[src/rtl/nes_loader_pkg.sv]
// Shared iNES constants, dumper state encoding and header byte builder.
// GAME_DUMPER_CRC_EN adds the CRC trailer state.
package nes_loader_pkg;

  localparam logic [31:0] INES_MAGIC     = 32'h4E45531A;  // "NES\x1A"
  localparam int          INES_HDR_LEN   = 16;
  localparam int          PRG_BANK_SHIFT = 14;            // 16 KiB banks
  localparam int          CHR_BANK_SHIFT = 13;            // 8 KiB banks
  localparam logic [21:0] CHR_BASE       = 22'h200000;
  localparam logic [7:0]  MAX_PRG_BANKS  = 8'd128;        // more would run into CHR
  localparam logic [31:0] CRC32_POLY     = 32'hEDB88320;  // reflected IEEE polynomial
  localparam logic [31:0] CRC32_INIT     = 32'hFFFFFFFF;

  typedef enum logic [2:0] {
    ST_IDLE,
    ST_HDR,
    ST_RD_REQ,
    ST_RD_WAIT,
    ST_SEND,
    ST_DONE,
    ST_ERROR
`ifdef GAME_DUMPER_CRC_EN
    , ST_CRC
`endif
  } state_t;

  // Header byte at position idx; trainer and four-screen bits stay clear.
  function automatic logic [7:0] ines_hdr_byte(input logic [3:0] idx,
                                               input logic [7:0] prg,
                                               input logic [7:0] chr,
                                               input logic [7:0] mapper,
                                               input logic       mirroring);
    logic [7:0] b;
    case (idx)
      4'd0:    b = INES_MAGIC[31:24];
      4'd1:    b = INES_MAGIC[23:16];
      4'd2:    b = INES_MAGIC[15:8];
      4'd3:    b = INES_MAGIC[7:0];
      4'd4:    b = prg;
      4'd5:    b = chr;
      4'd6:    b = {mapper[3:0], 3'b000, mirroring};
      4'd7:    b = {mapper[7:4], 4'b0000};
      default: b = 8'h00;
    endcase
    return b;
  endfunction

endpackage

[src/rtl/game_dumper_if.sv]
// Memory read port plus byte-stream output of the game dumper.
interface game_dumper_if #(
  parameter int ADDR_W = 22
);
  logic [ADDR_W-1:0] mem_addr;
  logic              mem_rd;
  logic              mem_ack;
  logic [7:0]        mem_data;
  logic [7:0]        out_data;
  logic              out_valid;
  logic              out_ready;

  modport master (
    output mem_addr, mem_rd, out_data, out_valid,
    input  mem_ack, mem_data, out_ready
  );

  modport slave (
    input  mem_addr, mem_rd, out_data, out_valid,
    output mem_ack, mem_data, out_ready
  );
endinterface

[src/rtl/game_dumper_crc32.sv]
// Byte-serial CRC-32 (reflected IEEE) register; only built with GAME_DUMPER_CRC_EN.
`ifdef GAME_DUMPER_CRC_EN
module crc32_byte
  import nes_loader_pkg::*;
(
  input  logic        clk,
  input  logic        reset,
  input  logic        clr,
  input  logic        upd,
  input  logic [7:0]  data,
  output logic [31:0] crc
);

  logic [31:0] crc_reg;
  logic [31:0] crc_next;

  function automatic logic [31:0] crc32_step(input logic [31:0] c, input logic [7:0] b);
    logic [31:0] r;
    r = c ^ {24'h000000, b};
    for (int i = 0; i < 8; i++) begin
      r = r[0] ? ((r >> 1) ^ CRC32_POLY) : (r >> 1);
    end
    return r;
  endfunction

  // Next CRC value if the current byte is folded in.
  always_comb begin
    crc_next = crc32_step(crc_reg, data);
  end

  // CRC register: restart on clear, absorb one byte per update.
  always_ff @(posedge clk) begin
    if (reset || clr) begin
      crc_reg <= CRC32_INIT;
    end else if (upd) begin
      crc_reg <= crc_next;
    end
  end

  assign crc = crc_reg;

endmodule
`endif

[src/rtl/game_dumper.sv]
// Streams a loaded game as iNES: rebuilt 16-byte header, PRG bytes, CHR bytes.
// One memory read is outstanding at a time. GAME_DUMPER_CRC_EN appends a CRC-32
// of the payload, least significant byte first.
module game_dumper #(
  parameter int                ADDR_W   = 22,
  parameter logic [ADDR_W-1:0] CHR_BASE = nes_loader_pkg::CHR_BASE
) (
  input  logic          clk,
  input  logic          reset,
  input  logic          start,
  input  logic [7:0]    prg_banks,
  input  logic [7:0]    chr_banks,
  input  logic [7:0]    mapper,
  input  logic          mirroring,
  game_dumper_if.master bus,
  output logic          busy,
  output logic          done,
  output logic          error
);
  import nes_loader_pkg::*;

  state_t            state_reg, state_next;
  logic [3:0]        hdr_idx_reg, hdr_idx_next;
  logic [7:0]        prg_reg, prg_next;
  logic [7:0]        chr_reg, chr_next;
  logic [7:0]        mapper_reg, mapper_next;
  logic              mirror_reg, mirror_next;
  logic              chr_phase_reg, chr_phase_next;
  logic [21:0]       cnt_reg, cnt_next;
  logic [ADDR_W-1:0] addr_reg, addr_next;
  logic [7:0]        data_reg, data_next;
  logic              out_valid_c;
  logic [7:0]        out_data_c;

`ifdef GAME_DUMPER_CRC_EN
  localparam state_t TAIL_STATE = ST_CRC;
  logic [1:0]  crc_idx_reg, crc_idx_next;
  logic [31:0] crc_val;
  logic [31:0] crc_final;
  logic        start_accept;

  assign start_accept = start && (state_reg inside {ST_IDLE, ST_DONE, ST_ERROR});
  assign crc_final    = ~crc_val;

  crc32_byte u_crc (
    .clk   (clk),
    .reset (reset),
    .clr   (start_accept),
    .upd   ((state_reg == ST_SEND) && bus.out_ready),
    .data  (data_reg),
    .crc   (crc_val)
  );
`else
  localparam state_t TAIL_STATE = ST_DONE;
`endif

  // Next-state and datapath updates for the header / read / send sequence.
  always_comb begin
    state_next     = state_reg;
    hdr_idx_next   = hdr_idx_reg;
    prg_next       = prg_reg;
    chr_next       = chr_reg;
    mapper_next    = mapper_reg;
    mirror_next    = mirror_reg;
    chr_phase_next = chr_phase_reg;
    cnt_next       = cnt_reg;
    addr_next      = addr_reg;
    data_next      = data_reg;
`ifdef GAME_DUMPER_CRC_EN
    crc_idx_next   = crc_idx_reg;
`endif
    case (state_reg)
      ST_IDLE, ST_DONE, ST_ERROR: begin
        if (start) begin
          prg_next       = prg_banks;
          chr_next       = chr_banks;
          mapper_next    = mapper;
          mirror_next    = mirroring;
          hdr_idx_next   = '0;
          chr_phase_next = 1'b0;
          addr_next      = '0;
          cnt_next       = 22'(prg_banks) << PRG_BANK_SHIFT;
`ifdef GAME_DUMPER_CRC_EN
          crc_idx_next   = '0;
`endif
          state_next     = (prg_banks > MAX_PRG_BANKS) ? ST_ERROR : ST_HDR;
        end
      end
      ST_HDR: begin
        if (bus.out_ready) begin
          hdr_idx_next = hdr_idx_reg + 4'd1;
          if (hdr_idx_reg == 4'(INES_HDR_LEN - 1)) begin
            if (prg_reg != 8'd0) begin
              state_next = ST_RD_REQ;
            end else if (chr_reg != 8'd0) begin
              chr_phase_next = 1'b1;
              addr_next      = CHR_BASE;
              cnt_next       = 22'(chr_reg) << CHR_BANK_SHIFT;
              state_next     = ST_RD_REQ;
            end else begin
              state_next = TAIL_STATE;
            end
          end
        end
      end
      ST_RD_REQ: begin
        state_next = ST_RD_WAIT;
      end
      ST_RD_WAIT: begin
        if (bus.mem_ack) begin
          data_next  = bus.mem_data;
          state_next = ST_SEND;
        end
      end
      ST_SEND: begin
        if (bus.out_ready) begin
          cnt_next  = cnt_reg - 22'd1;
          addr_next = addr_reg + ADDR_W'(1);
          if (cnt_reg == 22'd1) begin
            // PRG finished: move to CHR if there is any, otherwise wrap up.
            if (!chr_phase_reg && (chr_reg != 8'd0)) begin
              chr_phase_next = 1'b1;
              addr_next      = CHR_BASE;
              cnt_next       = 22'(chr_reg) << CHR_BANK_SHIFT;
              state_next     = ST_RD_REQ;
            end else begin
              state_next = TAIL_STATE;
            end
          end else begin
            state_next = ST_RD_REQ;
          end
        end
      end
`ifdef GAME_DUMPER_CRC_EN
      ST_CRC: begin
        if (bus.out_ready) begin
          crc_idx_next = crc_idx_reg + 2'd1;
          if (crc_idx_reg == 2'd3) begin
            state_next = ST_DONE;
          end
        end
      end
`endif
      default: begin
        state_next = ST_IDLE;
      end
    endcase
  end

  // Output byte mux: header bytes, captured memory byte, or CRC trailer.
  always_comb begin
    out_valid_c = 1'b0;
    out_data_c  = 8'h00;
    case (state_reg)
      ST_HDR: begin
        out_valid_c = 1'b1;
        out_data_c  = ines_hdr_byte(hdr_idx_reg, prg_reg, chr_reg, mapper_reg, mirror_reg);
      end
      ST_SEND: begin
        out_valid_c = 1'b1;
        out_data_c  = data_reg;
      end
`ifdef GAME_DUMPER_CRC_EN
      ST_CRC: begin
        out_valid_c = 1'b1;
        case (crc_idx_reg)
          2'd0:    out_data_c = crc_final[7:0];
          2'd1:    out_data_c = crc_final[15:8];
          2'd2:    out_data_c = crc_final[23:16];
          default: out_data_c = crc_final[31:24];
        endcase
      end
`endif
      default: begin
        out_valid_c = 1'b0;
      end
    endcase
  end

  // State register.
  always_ff @(posedge clk) begin
    if (reset) begin
      state_reg <= ST_IDLE;
    end else begin
      state_reg <= state_next;
    end
  end

  // Latched request, counters, address and captured read data.
  always_ff @(posedge clk) begin
    if (reset) begin
      hdr_idx_reg   <= '0;
      prg_reg       <= '0;
      chr_reg       <= '0;
      mapper_reg    <= '0;
      mirror_reg    <= 1'b0;
      chr_phase_reg <= 1'b0;
      cnt_reg       <= '0;
      addr_reg      <= '0;
      data_reg      <= '0;
`ifdef GAME_DUMPER_CRC_EN
      crc_idx_reg   <= '0;
`endif
    end else begin
      hdr_idx_reg   <= hdr_idx_next;
      prg_reg       <= prg_next;
      chr_reg       <= chr_next;
      mapper_reg    <= mapper_next;
      mirror_reg    <= mirror_next;
      chr_phase_reg <= chr_phase_next;
      cnt_reg       <= cnt_next;
      addr_reg      <= addr_next;
      data_reg      <= data_next;
`ifdef GAME_DUMPER_CRC_EN
      crc_idx_reg   <= crc_idx_next;
`endif
    end
  end

  assign bus.mem_addr  = addr_reg;
  assign bus.mem_rd    = (state_reg == ST_RD_REQ);
  assign bus.out_valid = out_valid_c;
  assign bus.out_data  = out_data_c;
  assign busy          = !(state_reg inside {ST_IDLE, ST_DONE, ST_ERROR});
  assign done          = (state_reg == ST_DONE);
  assign error         = (state_reg == ST_ERROR);

endmodule

[src/flat_wrapper.sv]
// flat-port wrapper written by rule: the top's interface ports become plain ports
module game_dumper_flat import nes_loader_pkg::*;
#(
  parameter int                ADDR_W   = 22,
  parameter logic [ADDR_W-1:0] CHR_BASE = nes_loader_pkg::CHR_BASE
)
  (clk, reset, start, prg_banks, chr_banks, mapper, mirroring, busy, done, error, bus_mem_addr, bus_mem_rd, bus_out_data, bus_out_valid, bus_mem_ack, bus_mem_data, bus_out_ready);
  game_dumper_if #(.ADDR_W(ADDR_W)) bus_i ();
  input  logic clk;
  input  logic reset;
  input  logic start;
  input  logic [7:0] prg_banks;
  input  logic [7:0] chr_banks;
  input  logic [7:0] mapper;
  input  logic mirroring;
  output logic busy;
  output logic done;
  output logic error;
  output wire logic [$bits(bus_i.mem_addr)-1:0] bus_mem_addr;
  output wire logic [$bits(bus_i.mem_rd)-1:0] bus_mem_rd;
  output wire logic [$bits(bus_i.out_data)-1:0] bus_out_data;
  output wire logic [$bits(bus_i.out_valid)-1:0] bus_out_valid;
  input wire logic [$bits(bus_i.mem_ack)-1:0] bus_mem_ack;
  input wire logic [$bits(bus_i.mem_data)-1:0] bus_mem_data;
  input wire logic [$bits(bus_i.out_ready)-1:0] bus_out_ready;
  assign bus_mem_addr = bus_i.mem_addr;
  assign bus_mem_rd = bus_i.mem_rd;
  assign bus_out_data = bus_i.out_data;
  assign bus_out_valid = bus_i.out_valid;
  assign bus_i.mem_ack = bus_mem_ack;
  assign bus_i.mem_data = bus_mem_data;
  assign bus_i.out_ready = bus_out_ready;
  game_dumper #(.ADDR_W(ADDR_W), .CHR_BASE(CHR_BASE)) u_core (.clk(clk), .reset(reset), .start(start), .prg_banks(prg_banks), .chr_banks(chr_banks), .mapper(mapper), .mirroring(mirroring), .bus(bus_i), .busy(busy), .done(done), .error(error));
endmodule
[config.mk]
export PLATFORM = sky130hd
export DESIGN_NAME = game_dumper_flat
export DESIGN_NICKNAME = d
export VERILOG_FILES = /design/src/rtl/nes_loader_pkg.sv /design/src/rtl/game_dumper_if.sv /design/src/rtl/game_dumper_crc32.sv /design/src/rtl/game_dumper.sv /design/src/flat_wrapper.sv
export SDC_FILE = /design/constraint.sdc
export NUM_CORES = 1
export LEC_CHECK = 0
export ABC_AREA = 1
export BUFFER_PORTS_ARGS = -buffer_cell sky130_fd_sc_hd__buf_2
export CORE_UTILIZATION = 25
export DETAILED_ROUTE_END_ITERATION = 16
export PLACE_DENSITY_LB_ADDON = 0.3
export SYNTH_ARGS = -nofsm -noshare
export SYNTH_HDL_FRONTEND = slang
export SYNTH_SLANG_ARGS = --single-unit
[constraint.sdc]
create_clock -name clk -period 2.9 [get_ports clk]
set_input_delay 0.145 -clock clk [delete_from_list [all_inputs] [get_ports clk]]
set_output_delay 0.145 -clock clk [all_outputs]
set_load 0.01 [all_outputs]
Word level (Yosys, flattened, before mapping)
Index checks and enable logic that the tools add are counted.

Register bits: 85. Bits of input ports: 38. Output and inout bits: 35. Logic and storage cells: 100.

Add/subtract/negate cells: 3. Order comparisons: 1. Equal/unequal tests: 24. Muxes and demuxes: 44. Reduce and logical (&&, ||, !) cells: 18.

Operators by type and width (count): $mux 22 (16); $pmux 22 s3 (2); $pmux 8 s8 (1); $mux 3 (10); $add 22x1->22 const B (1); $eq 22x1->1 const B (1); $sub 22x1->22 const B (1); $eq 4x3->1 const B (4); $pmux 8 s2 (1); $reduce_bool 8->1 (2); $pmux 3 s5 (1); $ne 2x2->1 const B (5); $eq 3x3->1 const B (3); $mux 1 (9); $reduce_and 9->1 (1); $eq 4x2->1 const B (2); $gt 8x8->1 const B (1); $mux 4 (2); $ne 2x1->1 const B (4); $pmux 4 s2 (1); $reduce_and 7->1 (1); $eq 3x2->1 const B (2); $reduce_bool 3->1 (2); $reduce_and 5->1 (1); 14 further kinds (16).

Depth between registers and ports, before layout
Depth after elaboration: 6. Depth in mapped cells: 13. Depth with buffers taken out: 12.

Worst setup path before layout
Ideal clock, no wire load.

Kind: register to register. Start point: register u_core.state_reg[2]. End point: register u_core.addr_reg[13] (netlist: u_core.bus.mem_addr[13]). Setup time: 118 ps. Arrival: 1625 ps. Required time: 2782 ps. Path slack: 1157 ps. Cell stages (with the launch flop): 12. Buffers on the path: 2. Clock period less this slack: 1743 ps. Cells stage by stage: dfxtp_1 buf_4 inv_1 nor3_2 nand2_1 nand3_2 inv_1 nand2_2 buf_4 nor2_1 o21ai_0 nor2_1.

Longest elaborated chain between the ends: 4. Elaborated cells between the ends (all ways): 15. Classes of those cells: 10 x eq/ne; 1 x mux; 4 x reduce/logical.

RTL lines: start: declaration (line game_dumper.sv:22) `state_t state_reg, state_next;`; start signal: assignment (line game_dumper.sv:185) `state_reg <= state_next;`; $eq 3x3->1 / $logic_not 3->1 (equally long branches) (line game_dumper.sv:72) `case (state_reg)`; $reduce_or 3->1 (line game_dumper.sv:72); $ne 2x2->1 (no source line) / $reduce_bool 3->1 (equally long branches); $reduce_and 7->1 (no source line); end signal: assignment (line game_dumper.sv:212) `addr_reg <= addr_next;`; end: declaration (line game_dumper.sv:30) `logic [ADDR_W-1:0] addr_reg, addr_next;`.

Parallel ways exist; a longest one is shown, timed or not. A chain may end at the register's enable or synchronous reset.

Worst setup path in the final report
Start point: register u_core.hdr_idx_reg[0]. End point: register u_core.cnt_reg[6].

Longest elaborated chain between the ends: 3.

RTL lines: start: declaration (line game_dumper.sv:23) `logic [3:0] hdr_idx_reg, hdr_idx_next;`; start signal: assignment (line game_dumper.sv:205) `hdr_idx_reg <= hdr_idx_next;`; $eq 4x4->1 (line game_dumper.sv:92) `if (hdr_idx_reg == 4'(INES_HDR_LEN - 1)) begin`; $ne 2x1->1 (no source line); $reduce_and 7->1 (no source line); end signal: assignment (line game_dumper.sv:211) `cnt_reg <= cnt_next;`; end: declaration (line game_dumper.sv:29) `logic [21:0] cnt_reg, cnt_next;`.

Every way passes these cells.

==> results.json <==
{
  "synthCells": 766,
  "cts-resized-gates": 0,
  "start_util": 0.258,
  "syn_to_final_growth_pct": 19.3,
  "leakage_uw": 0.00258,
  "vias": 5047,
  "synth_edf_count": 0,
  "slew-limit-headroom": 0.643,
  "ir_drop_mv": 0.394,
  "critPathMaxFanout": 28,
  "core_sq_um": 19000,
  "status": "complete, no violations",
  "setup_violations": 0,
  "avgRoutedWirePerCell_um": 13.0,
  "grt_first_pass_wirelength_um": 23900,
  "grt_antenna_before_repair": 1,
  "tritoncts": "yes",
  "crit_top_cell": "nor2_1",
  "hold_violations": 0,
  "root_buffer": "clkbuf_16",
  "r2r_slack_ps": 600,
  "fmax_ghz": 0.435,
  "synth_ff_type": "dfxtp_1",
  "tns_ps": 0,
  "ys_seq_area_frac": 0.348,
  "gp_congestion": 0.866,
  "place_hpwl_um": 11000,
  "final-instance-count-excl-fill": 1099,
  "slowest_stage": "dfxtp_1",
  "grt_setup_unrepaired": "false",
  "n_antenna_cell": 0,
  "cp_cell_sequence": "ha_1 -> inv_1 -> nor2_1 -> a21oi_1 -> nor2_1 -> nand2_2 -> nor2_1 -> nand3_1 -> nand2_1 -> nor2_1",
  "clock_path_buffers": 2,
  "rows": 50,
  "ys_ff_latch": 85,
  "final_layout_size_suffix_gt1_frac": 0.132,
  "drt_pass1_iterations": 5,
  "worst_pin_slew_ps": 535,
  "remaining_drc_errors": 0,
  "synth.net_count": 811,
  "path_class": "reg -> reg",
  "clk_latency_ps": 350,
  "clk_pin_slew_worst_paths_ps": 70,
  "placedCellCount": 1083,
  "ys.warnings.count": 0,
  "power_uw": 5960,
  "worst_setup_path_end_kind": "register",
  "worst-path-buf-inv": 1,
  "die_y_um": 142,
  "cp.arrival_ps": 2550,
  "hold_buffers": 0,
  "grt_max_degree": 41,
  "slew_violations": 0,
  "ios": 73,
  "ant_nets": 0,
  "multi_input_area_sq_um": 2650,
  "portBuffers": 72,
  "wirelength_um": 14300,
  "period_share": 0.793,
  "start_kind": "register",
  "critPathRequiredTime_ps": 3150,
  "drtIter0Drc": 395,
  "critPathTopFamily": "simple AND/OR/NAND/NOR gates",
  "cts_sinks": 85,
  "cp_slowest_stage_delay_ps": 420,
  "htreeDepth": 3,
  "hold_path.class": "in -> reg",
  "final_util": 0.308,
  "cts_setup_buffers": 0,
  "fillCellCount": 2088,
  "grt_usage": 0.150,
  "die_w_um": 142,
  "ys_types": 36,
  "layout.nets": 879,
  "grt_pass1_vias": 4766,
  "synth-async-reset-ratio": 0,
  "synth_area_sq_um": 4890,
  "cts_buffers": 9,
  "maxCapViolations": 0,
  "syn_area_per_cell_sq_um": 6.38,
  "finClkSkew_ps": 7.63,
  "die_area_sq_um": 20100,
  "final_common_cell": "nand2_1",
  "crit_path_start": "u_core.hdr_idx_reg[0]$_SDFFE_PP0P_",
  "power_density_nw_per_um2": 1020,
  "grt_overflow_total": 0,
  "final_cell_mix": "142 x nand2_1, 124 x nor2_1, 103 x inv_1",
  "seqCellArea_sq_um": 1700,
  "r2r-start": "u_core.hdr_idx_reg[0]$_SDFFE_PP0P_",
  "fin_crit_ps": 2300,
  "viasPerCell": 4.59,
  "hp-start": "mapper[4]"
}
layout make-up:
class                      count  area share
clock inverter                 5      0.0144
inverter                     108      0.0695
clock buffer                  11      0.0416
timing repair buffer          81      0.0733
multi-input combinational    549       0.454
tap                          260      0.0558
sequential                    85       0.292
report_power, final:
part	switching [uW]	internal, uW
clock network	496	780
logic	2070	947
registers	227	1450
routing by layer:
metal	share of wire	vias up	GRT usage	routed length (um)
met5	0.00091	-	0	13
met4	0.026	2	0.0645	379
met3	0.026	24	0.0226	377
met2	0.47	73	0.247	6670
met1	0.48	2301	0.195	6890
li1	-	2647	-	-
worst register-to-register path: cells and delay by family (launching register included):
family / cells / cell delay (ps)
AND/OR/NAND/NOR: 7 / 1350
adder cells (fa/ha/maj): 1 / 280
buffers and inverters: 1 / 80
AO/OA/AOI/OAI: 1 / 80
flip-flops: 1 / 420
per-stage QoR:
| step | setup slack [ps] | hold WS [ps] | area, sq um |
|---|---|---|---|
| 6_report | 601 | 50.8 | 5830 |
| 5_1_grt | 326 | 85.4 | 5830 |
| 2_1_floorplan | 1160 | 290 | 4890 |
| 4_1_cts | 589 | 47.2 | 5830 |
| 3_5_place_dp | 594 | 409 | 5510 |
| 3_3_place_gp | 588 | 397 | 5510 |
cell families (layout without fill, tap and decap cells):
logic type,Yosys count,after routing,share of synthesized area
AOI/OAI and AO/OA,170,170,0.189
adders and majority gates,7,7,0.0179
buffers and inverters,132,205,0.110
DFF,85,85,0.348
and+or+nand+nor,364,364,0.320
xor gates and xnor gates,8,8,0.0143
synth_stat cells, drive strengths merged (3+ instances only):
cell type,instances,share of area
nand2,145,0.11
nor2,125,0.098
inv,106,0.081
dfxtp,85,0.35
o21ai,71,0.073
a21oi,69,0.073
nand3,47,0.050
nor3,26,0.030
o22ai,16,0.020
clkbuf,13,0.010
buf,11,0.017
nand4,11,0.014
xor2,8,0.014
ha,7,0.018
nor3b,5,0.0087
a221oi,4,0.0072
a31oi,3,0.0038
nand3b,3,0.0046
o211ai,3,0.0046
path summary, 6_finish.rpt:
path	to	cells past startpoint
max	u_core.cnt_reg[6]$_SDFFE_PP0P_	10
min	u_core.mapper_reg[4]$_SDFFE_PP0P_	3
max reg2reg	u_core.cnt_reg[6]$_SDFFE_PP0P_	10
min reg2reg	u_core.data_reg[7]$_SDFFE_PP0P_	2
No activity file was read; power rests on OpenSTA's default activity.
